<file path="config.mk">
export PLATFORM = sky130hd
export DESIGN_NAME = expr_generator
export DESIGN_NICKNAME = d
export VERILOG_FILES = /design/src/rtl/expr_generator.sv
export SDC_FILE = /design/constraint.sdc
export NUM_CORES = 1
export LEC_CHECK = 0
export BUFFER_PORTS_ARGS = -buffer_cell sky130_fd_sc_hd__buf_2
export CAP_MARGIN = 5
export CORE_UTILIZATION = 55
export CTS_CLUSTER_DIAMETER = 120
export DETAILED_ROUTE_END_ITERATION = 16
export GPL_TIMING_DRIVEN = 0
export PLACE_DENSITY_LB_ADDON = 0.25
export SLEW_MARGIN = 20
export SYNTH_ARGS = -nofsm -noshare
export SYNTH_HDL_FRONTEND = slang
export SYNTH_SLANG_ARGS = --single-unit
</file>
<file path="constraint.sdc">
create_clock -name delay_clk -period 3.6 [get_ports delay_clk]
set_input_delay 0.36 -clock delay_clk [delete_from_list [all_inputs] [get_ports delay_clk]]
set_output_delay 0.36 -clock delay_clk [all_outputs]
set_load 0.05 [all_outputs]
</file>
<file path="src/rtl/expr_generator.sv">
// Random arithmetic puzzle source: LFSR draws filtered to answerable expressions, one strobe per interval.
// Optional macro GEN_DIV_EN enables the '/' operator; default build draws only + - *.
module expr_generator #(
   parameter logic [15:0] SEED        = 16'hACE1,
   parameter int unsigned BASE_PERIOD = 64,
   parameter int unsigned STEP        = 2,
   parameter int unsigned MIN_PERIOD  = 16,
   parameter int unsigned MAX_TRIES   = 8
) (
   input  logic        delay_clk,
   input  logic        rst,
   input  logic        run,
   input  logic [6:0]  score,
   output logic [11:0] tmp_exp,
   output logic [1:0]  line,
   output logic        update
);

   typedef enum logic [1:0] {IDLE, COUNT, GEN} state_t;

   localparam logic [15:0] SPAN = 16'(BASE_PERIOD - MIN_PERIOD);

   state_t      state, state_nx;
   logic [15:0] lfsr, lfsr_nx;
   logic [15:0] cnt, cnt_nx;
   logic [7:0]  tries, tries_nx;
   logic [11:0] exp_nx;
   logic [1:0]  line_nx;
   logic        upd_nx;

   logic [15:0] product, period, load;
   logic [3:0]  a, b, op;
   logic [1:0]  ln;
   logic        valid;

   assign lfsr_nx = {1'b0, lfsr[15:1]} ^ ({16{lfsr[0]}} & 16'hB400);

   // Period is only sampled into cnt on COUNT entry, so later score changes do not disturb it
   assign product = 16'(score) * 16'(STEP);
   assign period  = (product >= SPAN) ? 16'(MIN_PERIOD) : 16'(BASE_PERIOD) - product;
   assign load    = period - 16'd1;

   assign a  = lfsr[3:0];
   assign b  = lfsr[7:4];
   assign ln = lfsr[11:10];

`ifdef GEN_DIV_EN
   assign op    = 4'hA + {2'b00, lfsr[9:8]};
   assign valid = (a <= 4'd9) && (b <= 4'd9) && (ln != 2'd3) &&
                  ((op != 4'hB) || (a >= b)) &&
                  ((op != 4'hD) || ((b != 4'd0) && ((a % b) == 4'd0)));
`else
   assign op    = (lfsr[9:8] == 2'd3) ? 4'hA : 4'hA + {2'b00, lfsr[9:8]};
   assign valid = (a <= 4'd9) && (b <= 4'd9) && (ln != 2'd3) &&
                  ((op != 4'hB) || (a >= b));
`endif

   always_ff @(posedge delay_clk or negedge rst) begin
      if (!rst) begin
         state   <= IDLE;
         lfsr    <= SEED;
         cnt     <= '0;
         tries   <= '0;
         tmp_exp <= '0;
         line    <= '0;
         update  <= 1'b0;
      end else begin
         state   <= state_nx;
         lfsr    <= lfsr_nx;
         cnt     <= cnt_nx;
         tries   <= tries_nx;
         tmp_exp <= exp_nx;
         line    <= line_nx;
         update  <= upd_nx;
      end
   end

   always_comb begin
      state_nx = state;
      cnt_nx   = cnt;
      tries_nx = tries;
      exp_nx   = tmp_exp;
      line_nx  = line;
      upd_nx   = 1'b0;
      case (state)
         IDLE: begin
            if (run) begin
               state_nx = COUNT;
               cnt_nx   = load;
               tries_nx = '0;
            end
         end
         COUNT: begin
            if (!run) begin
               state_nx = IDLE;
               cnt_nx   = '0;
               tries_nx = '0;
            end else if (cnt == '0) begin
               state_nx = GEN;
               tries_nx = '0;
            end else begin
               cnt_nx = cnt - 16'd1;
            end
         end
         GEN: begin
            if (!run) begin
               state_nx = IDLE;
               cnt_nx   = '0;
               tries_nx = '0;
            end else if (valid || ((32'(tries) + 32'd1) == MAX_TRIES)) begin
               // Out of draws: emit 1+1 on lane 0 so the interval never stretches further
               exp_nx   = valid ? {a, op, b} : 12'h1A1;
               line_nx  = valid ? ln : 2'd0;
               upd_nx   = 1'b1;
               state_nx = COUNT;
               cnt_nx   = load;
               tries_nx = '0;
            end else begin
               tries_nx = tries + 8'd1;
            end
         end
         default: state_nx = IDLE;
      endcase
   end

endmodule

</file>
Yosys cells after proc, flatten, opt, wreduce, memory -nomap -nowiden
Index checks and enable logic that the tools add are counted.
{"block": "word_totals", "reg_bits": 57, "latchBits": 0, "ram_bits": 0, "rom_bits": 0, "in_bits": 10, "output_inout_bits": 15, "wordCells": 65, "memories": 0}
{"block": "op_classes", "addsub": 6, "n_mul": 0, "n_div": 0, "order_cmp": 4, "eq_ne": 10, "n_shift": 0, "n_mux": 25, "bitwise_logic": 1, "n_reduce_logical": 12}
{"op": "$mux 16", "count": 6}
{"op": "$pmux 16 s3", "count": 1}
{"op": "$mux 8", "count": 5}
{"op": "$sub 16x1->16 const B", "count": 2}
{"op": "$pmux 8 s3", "count": 1}
{"op": "$logic_not 16->1", "count": 1}
{"op": "$xor 15x16->16", "count": 1}
{"op": "$mux 12", "count": 1}
{"op": "$mux 2", "count": 6}
{"op": "$add 8x1->9 const B", "count": 1}
{"op": "$eq 9x4->1 const B", "count": 1}
{"op": "$ne 3x3->1 const B", "count": 3}
{"op": "$reduce_and 3->1", "count": 3}
{"op": "$sub 7x8->9 const A", "count": 1}
{"op": "$add 8x1->8 const B", "count": 1}
{"op": "$ge 8x6->1 const B", "count": 1}
{"op": "$le 4x4->1 const B", "count": 2}
{"op": "$pmux 2 s3", "count": 1}
{"op": "$add 4x2->4 const A", "count": 1}
{"op": "$eq 2x2->1 const B", "count": 2}
{"op": "$ge 4x4->1", "count": 1}
{"op": "$mux 4", "count": 1}
{"op": "$ne 2x2->1 const B", "count": 2}
{"op": "$ne 4x4->1 const B", "count": 1}
{"op": "other kinds (7)", "count": 12}

Depth between registers and ports, before layout
Gate-level depths: netlist (run 1).
{"block": "depth", "ltp_word": 9, "ltp_mapped": 10, "mapped_depth_nobuf": 10}

Worst setup path after synthesis (run 1)
OpenSTA, ideal clock, no wires.
{"block": "synth_path", "kind": "register -> register", "start": "register lfsr[0]", "end": "register cnt[9]", "setup_time_ns": 0.122, "arrival_time_ns": 2.286, "t_required_ns": 3.478, "slack_ns": 1.192, "path_stages_with_launch": 9, "path_buffers": 0, "period_less_slack_ns": 2.408, "cell_sequence": "dfstp_2 > inv_1 > ha_1 > nand2b_1 > a211oi_1 > o21ai_1 > a21oi_1 > a21oi_4 > a32o_1"}
{"block": "synth_via", "elab_chain_len": 7, "word_cells_on_any_way": 9, "cone_classes": "2 x order compare; 1 x eq/ne; 6 x reduce/logical"}
{"item": "from (decl)", "line_no": "24", "rtl": "logic [15:0] lfsr, lfsr_nx;"}
{"item": "from (signal assigned)", "line_no": "69", "rtl": "lfsr <= lfsr_nx;"}
{"item": "$le 4x4->1", "line_no": "54", "rtl": "assign valid = (a <= 4'd9) && (b <= 4'd9) && (ln != 2'd3) &&"}
{"item": "$logic_and 1x1->1 (2 in a row)", "line_no": "54"}
{"item": "$logic_and 1x1->1 (*)", "line_no": "54"}
{"item": "$logic_or 1x1->1 (*)", "line_no": "110", "rtl": "end else if (valid || ((32'(tries) + 32'd1) == MAX_TRIES)) begin"}
{"item": "$ne 3x3->1 (no line) (*)"}
{"item": "$reduce_and 4->1 (no line) (*)"}
{"item": "to (signal assigned)", "line_no": "70", "rtl": "cnt <= cnt_nx;"}
{"item": "to (decl)", "line_no": "25", "rtl": "logic [15:0] cnt, cnt_nx;"}
Mark *: on every way between the ends. The rest lies on a longest branch, timed or not.
A chain may end at the register's enable or synchronous reset.

Final worst setup path (run 1)
Same ends and word-level chain as after synthesis.

==> results of run 1 <==
registers in the layout (all words and copies together), names as in the netlist:
| name | cells |
|---|---|
| tries | 8 |
| tmp_exp | 12 |
| line | 2 |
| state | 2 |
| cnt | 16 |
| update | 1 |
| lfsr | 16 |
worst max-delay path: stages, from the launching register on:
cell	delay, ns
dfstp_2	0.60
inv_1	0.08
ha_1	0.28
nand2b_1	0.14
a211oi_1	0.22
o21ai_1	0.19
a21oi_1	0.69
a21oi_4	0.20
a32o_1	0.29
placed cells by master, fill, tap and decap left out, types with 4 or more instances in the layout:
cell        n
nand2_1    22
xor2_1      5
o21ai_0    18
o2bb2ai_1   4
o22ai_1     7
ha_1       13
a21o_1      4
and3_1      4
clkbuf_1    4
nor2b_1     4
nand3_1    11
dfstp_2     8
nor3_1      8
inv_1      20
nand3b_1    5
a22o_1     12
buf_2      27
clkbuf_8    9
nor2_1     24
o21ai_1     5
dfrtp_1    49
mux2i_1     5
nand2b_1    6
a21oi_1    19
a31oi_1    10
layout make-up:
type / instances / area, µm²
clock buffers: 9 / 124
multi-input cells: 234 / 1610
inverters: 20 / 75.1
clock inverters: 7 / 53.8
repair buffers: 24 / 123
plain buffers: 12 / 66.3
fillers: 455 / 1960
flip-flops and latches: 57 / 1440
well taps: 72 / 90.1
layer usage:
| metal | track usage [%] | up-vias | wire length (µm) |
|---|---|---|---|
| li1 | - | 1277 | - |
| met1 | 33.1 | 1238 | 3200 |
| met2 | 37.7 | 60 | 3210 |
| met3 | 6.74 | 9 | 219 |
| met4 | 9.63 | 0 | 102 |
| met5 | 0 | - | 0 |
kinds of logic (layout without fill, tap and decap cells):
logic type,Yosys count,in the layout
AO/OA/AOI/OAI,106,106
XOR/XNOR,7,7
adder cells (fa/ha/maj),13,13
buffers and inverters,32,72
flip-flops,57,57
multiplexers,7,7
AND/OR/NAND/NOR,101,101
where the power goes:
group	internal, W	switching (W)	total (W)
Sequential	0.000717	0.0000723	0.000789
Combinational	0.000334	0.000610	0.000944
Clock	0.000253	0.000278	0.000531
per-stage QoR:
stage               setup slack, ns  cells  area [µm²]
floorplan                      1.19    323        3190
detailed placement            0.815    419        3400
global placement              0.793    419        3400
CTS                           0.808    435        3580
global route                  0.580    435        3580
finish                        0.812    435        3580
path summary, 6_finish.rpt:
check | cells past startpoint | endpoint | startpoint
setup / recovery | 8 | cnt[9] | lfsr[0]
hold / removal | 1 | tmp_exp[3] | rst
setup reg to reg | 8 | cnt[9] | lfsr[0]
hold reg to reg | 0 | lfsr[11] | lfsr[12]
max in group asynchronous | 1 | tries[0] | rst
min in group delay_clk | 0 | lfsr[11] | lfsr[12]
==> out/metrics.cfg, run 1 <==
[yosys]
synth_compound_area_share_pct = 24.2
synth_xor_area_share_pct = 1.92
ys_ff_latch = 57
synthSimpleGateAreaFrac_pct = 17.1
synth_top_family_by_area = compound AO/OA/AOI/OAI gates
synthCells = 323
synth_nets = 346
yosys-top-cells-count = dfrtp_1, nor2_1, nand2_1
synth_seq_area_share_pct = 45.0
synth_area_leaders = dfrtp_1, dfstp_2, ha_1, a22o_1, a21oi_1
synth_top_area_cell = dfrtp_1
synth-async-reset-ratio_pct = 100
syn_area_per_cell_um2 = 9.88
yosysMostFrequentCell = dfrtp_1
synthMuxAreaShare_pct = 2.27
dominantRegCellSynth = dfrtp_1
synth-edff-count = 0
synth_fa_ha_area_share_pct = 5.10
netlist_area_um2 = 3190
ys_types = 64
yosysWarnings = 0
synth_top_area_share_pct = 38.4

[timing]
period_needed_ns = 2.79
period_share_pct = 77.4
tightest_slew_ns = 0.826
hold_viol = 0
whs_ns = 0.0603
tns_ns = 0
skew_ns = 0.0108
rsz0062_at_grt = no
fmax_mhz = 359
slew_viol_final = 0
relSlewSlack_pct = 44.9
setup_viol_count_final = 0

[setup_path]
reg2reg_slack_ns = 0.81
critPathMaxFanout = 8
crit_arrival_ns = 3.01
path_class = flop to flop
startpoint_type = flop
critPathRequiredTime_ns = 3.83
critPathCaptureType = flop

[global_routing]
antenna_found_initial = 0
grt_pass1_wl_mm = 11.5
grt_pass1_vias = 2415
grt_usage_pct = 24.6
grt_max_degree = 58
grt.overflow.total = 0

[finish]
nNetsFinal = 381
layout-drive-gt1-share_pct = 19.3
area.growth.synth_to_final_pct = 12.2
antenna_cells = 0
utilization_pct = 64.7

[detailed_routing]
vias = 2584
drtAntennaViolNets = 0
dr.pass1.iters = 4
via_per_inst = 5.94
drt_wl_total_mm = 6.74
wire_per_inst_um = 15.5
drc = 0
drt_iter0_markers = 157

[cts]
clockBufferDepth = 2
cts.sinks = 57
hold_buffers = 0
clkLatencyLatePin_ns = 0.34
cts_tree = done
cts_made_buffers = 9
clkTransAtPathRegs_ns = 0.08
cts_setup_buffers = 0
cts_root_buf = clkbuf_8
cts_resized = 0
htreeDepth = 3

[pwr]
power.total_w = 0.00227
power.leakage_nw = 1.62
irDropWorstVdd_v = 0.000435
p_per_area_nw_per_um2 = 632

[floorplanning]
die-area_um2 = 6110
core_um2 = 5540
rows = 27
io_pins = 25
initial_core_util_pct = 57.6
die_h_um = 78.2
die_w_um = 78.2

[placement]
gp_congestion = 0.901
portBuffers = 24
dp_hpwl_mm = 4.73

[flow_run]
drv_cap = 0

[outcome]
status = complete, no violations

[worst_hold_path]
hp-class = input pin to async pin

Power figures use the tool's default switching activity.
==> run 2: changes to the inputs <==
--- a/config.mk
+++ b/config.mk
@@ -7,7 +7,7 @@
 export LEC_CHECK = 0
 export BUFFER_PORTS_ARGS = -buffer_cell sky130_fd_sc_hd__buf_2
 export CAP_MARGIN = 5
-export CORE_UTILIZATION = 55
+export CORE_UTILIZATION = 54
 export CTS_CLUSTER_DIAMETER = 120
 export DETAILED_ROUTE_END_ITERATION = 16
 export GPL_TIMING_DRIVEN = 0
==> constraint.sdc (replaced) <==
create_clock -name delay_clk -period 2.34 [get_ports delay_clk]
set_input_delay 0.234 -clock delay_clk [delete_from_list [all_inputs] [get_ports delay_clk]]
set_output_delay 0.234 -clock delay_clk [all_outputs]
set_load 0.05 [all_outputs]
==> out/metrics.cfg, run 2 (same netlist as run 1, synthesis figures left out) <==
[finish]
layout-drive-gt1-share_pct = 30.5  ; +11 points
layout_common_cells = dfrtp_1, nor2_1, buf_2
design_area_um2 = 3960  ; +10%
layout_commonest_cell = dfrtp_1
top_regs = cnt (16), lfsr (16), tmp_exp (12)
nNetsFinal = 402  ; +5.5%
antenna_cells = 0  ; unchanged
area.growth.synth_to_final_pct = 24.0

[pwr]
seqPwrFrac_pct = 30.8  ; -4.1 points
irDropWorstVdd_v = 0.000624  ; +43%
power.internal_w = 0.00238  ; +83%
p_sw_w = 0.00162  ; +69%
p_clk_share_pct = 26.2  ; +2.7 points
swShare_pct = 40.5  ; -1.9 points
power.leakage_nw = 1.79  ; +10%
p_comb_share_pct = 43.0  ; +1.3 points
p_per_area_nw_per_um2 = 1010  ; +60%
power.total_w = 0.00401  ; +77%

[setup_path]
rr_startpoint = lfsr[5]
crit_chain = inv_1, ha_1, a211oi_4, o21ai_2, buf_4, a21oi_4, a21oi_4, a32o_1
critPathMaxFanout = 8  ; unchanged
path_class = flop to flop
crit_arrival_ns = 2.54  ; -0.47 ns
critPathRequiredTime_ns = 2.57  ; -1.26 ns
rr_worst_depth = 8  ; unchanged
cpPeakStageDelay_ns = 0.56  ; -0.13 ns
startpoint_type = flop
r2r_end = cnt[9]
crit_slowest_cell = dfstp_2
reg2reg_slack_ns = 0.03  ; -0.78 ns
cpMostUsedCell = a21oi_4
critPathCaptureType = flop

[outcome]
status = complete, no violations

[detailed_routing]
via_per_inst = 6.19  ; +4.1%
drt_iter0_markers = 188  ; +20%
drc = 0  ; unchanged
wire_per_inst_um = 16.8  ; +8.5%
vias = 2821  ; +9.2%
drt_wl_total_mm = 7.66  ; +14%
dr.pass1.iters = 5  ; +1
drtAntennaViolNets = 0  ; unchanged

[global_routing]
grt_pass1_vias = 2595  ; +7.5%
grt_usage_pct = 25.2  ; +0.57 points
grt_max_degree = 58  ; unchanged
antenna_found_initial = 0  ; unchanged
grt_pass1_wl_mm = 12.0  ; +4.4%
grt.overflow.total = 0  ; unchanged

[floorplanning]
die-area_um2 = 6220  ; +1.8%
io_pins = 25  ; unchanged
die_w_um = 78.9  ; +0.90%
core_um2 = 5610  ; +1.2%
initial_core_util_pct = 56.9  ; -0.69 points
rows = 27  ; unchanged
die_h_um = 78.9  ; +0.90%

[cts]
cts.sinks = 57  ; unchanged
htreeDepth = 3  ; unchanged
clkTransAtPathRegs_ns = 0.08  ; about the same
cts_tree = done
cts_made_buffers = 9  ; unchanged
clockBufferDepth = 2  ; unchanged
clkLatencyLatePin_ns = 0.35  ; about the same
cts_root_buf = clkbuf_8

[placement]
gp_congestion = 0.941  ; +4.4%
dp_hpwl_mm = 4.73  ; about the same
placed_cell_area_um2 = 3410  ; +0.11%
portBuffers = 24  ; unchanged

[timing]
rsz0062_at_grt = yes
relSlewSlack_pct = 52.2  ; +7.3 points
period_needed_ns = 2.31  ; -0.479 ns
tightest_slew_ns = 0.717  ; -0.109 ns
slew_viol_final = 0  ; unchanged
tns_ns = 0  ; unchanged
fmax_mhz = 433  ; +21%
skew_ns = 0.0146  ; +0.00375 ns
hold_viol = 0  ; unchanged
period_share_pct = 98.7  ; +21 points
setup_viol_count_final = 0  ; unchanged

[worst_hold_path]
min-delay-start = score[0]
hold-path-endpoint = cnt[1]
hp-class = input pin to flop
worstHoldPathCells = 4

[flow_run]
drv_cap = 0  ; unchanged

run 2: cell types whose count changed in the layout (fill, tap and decap cells not counted), moves of 4 or more:
| cell | before | now |
|---|---|---|
| a21oi_2 | 0 | 4 |
| a21oi_1 | 19 | 14 |
| buf_6 | 1 | 5 |
| buf_4 | 3 | 23 |
run 2: worst max-delay path by stage:
stage,from,endpoint,slack (ns),cells past startpoint
floorplan,lfsr[0],state[1],-0.0002,8
global placement,lfsr[0],cnt[0],-0.36,9
detailed placement,lfsr[0],cnt[0],-0.35,9
CTS,cnt[4],cnt[13],0.002,6
global route,cnt[0],tries[2],-0.05,9
finish,lfsr[5],cnt[9],0.03,8
run 2: power by group through the flow:
stage	Combinational (W)	Sequential (W)	Clock, W
after global routing	0.00186	0.00124	0.00111
final	0.00172	0.00123	0.00105
after floorplan	0.000999	0.00133	0
after detailed placement	0.00145	0.00123	0
after global placement	0.00142	0.00122	0
after CTS	0.00153	0.00121	0.00107
run 2: final cells by class:
cell class                 count  area (µm²)
multi-input combinational    234        1750
fill                         427        1650
sequential                    57        1440
timing repair buffer          45         287
clock buffer                   9         124
clock inverter                 7         104
buffer                        12        91.3
tap                           72        90.1
inverter                      20        75.1
run 2: per-layer routing:
metal	part of all wire (%)	vias to the layer above	GRT usage [%]	routed length (µm)
met5	0	-	0	0
met4	1.5	0	10.4	116
met3	5.3	16	7.24	409
met2	49	111	39.6	3760
met1	44	1385	32.7	3380
li1	-	1309	-	-
run 2: timing repair:
item | 4_1_cts | 5_1_grt
resized for setup | 14 | 33
cloned | 0 | 1
pin swaps | 3 | 12
buffers inserted | 9 | 10
hold buffers | 1 | 0
hold endpoints to repair | 49 | 0
endpoints found under the setup margin | 38 | 34
run 2: worst max-delay path, delay by kind of cell (launching register included):
kind | cells | cell delay (ns)
adder cells (fa/ha/maj) | 1 | 0.32
AO/OA/AOI/OAI | 5 | 1.09
buffers and inverters | 2 | 0.21
flip-flops | 1 | 0.56
run 2: through the flow:
step | std cells | worst slack, ns | hold WS, ns | utilization [%]
global placement | 419 | -0.361 | 0.337 | 60.7
detailed placement | 419 | -0.346 | 0.334 | 60.8
floorplan | 323 | -0.000237 | -0.0616 | -
finish | 456 | 0.0313 | 0.322 | 70.5
CTS | 445 | 0.00203 | 0.315 | 67.1
global route | 456 | -0.0453 | 0.349 | 70.5
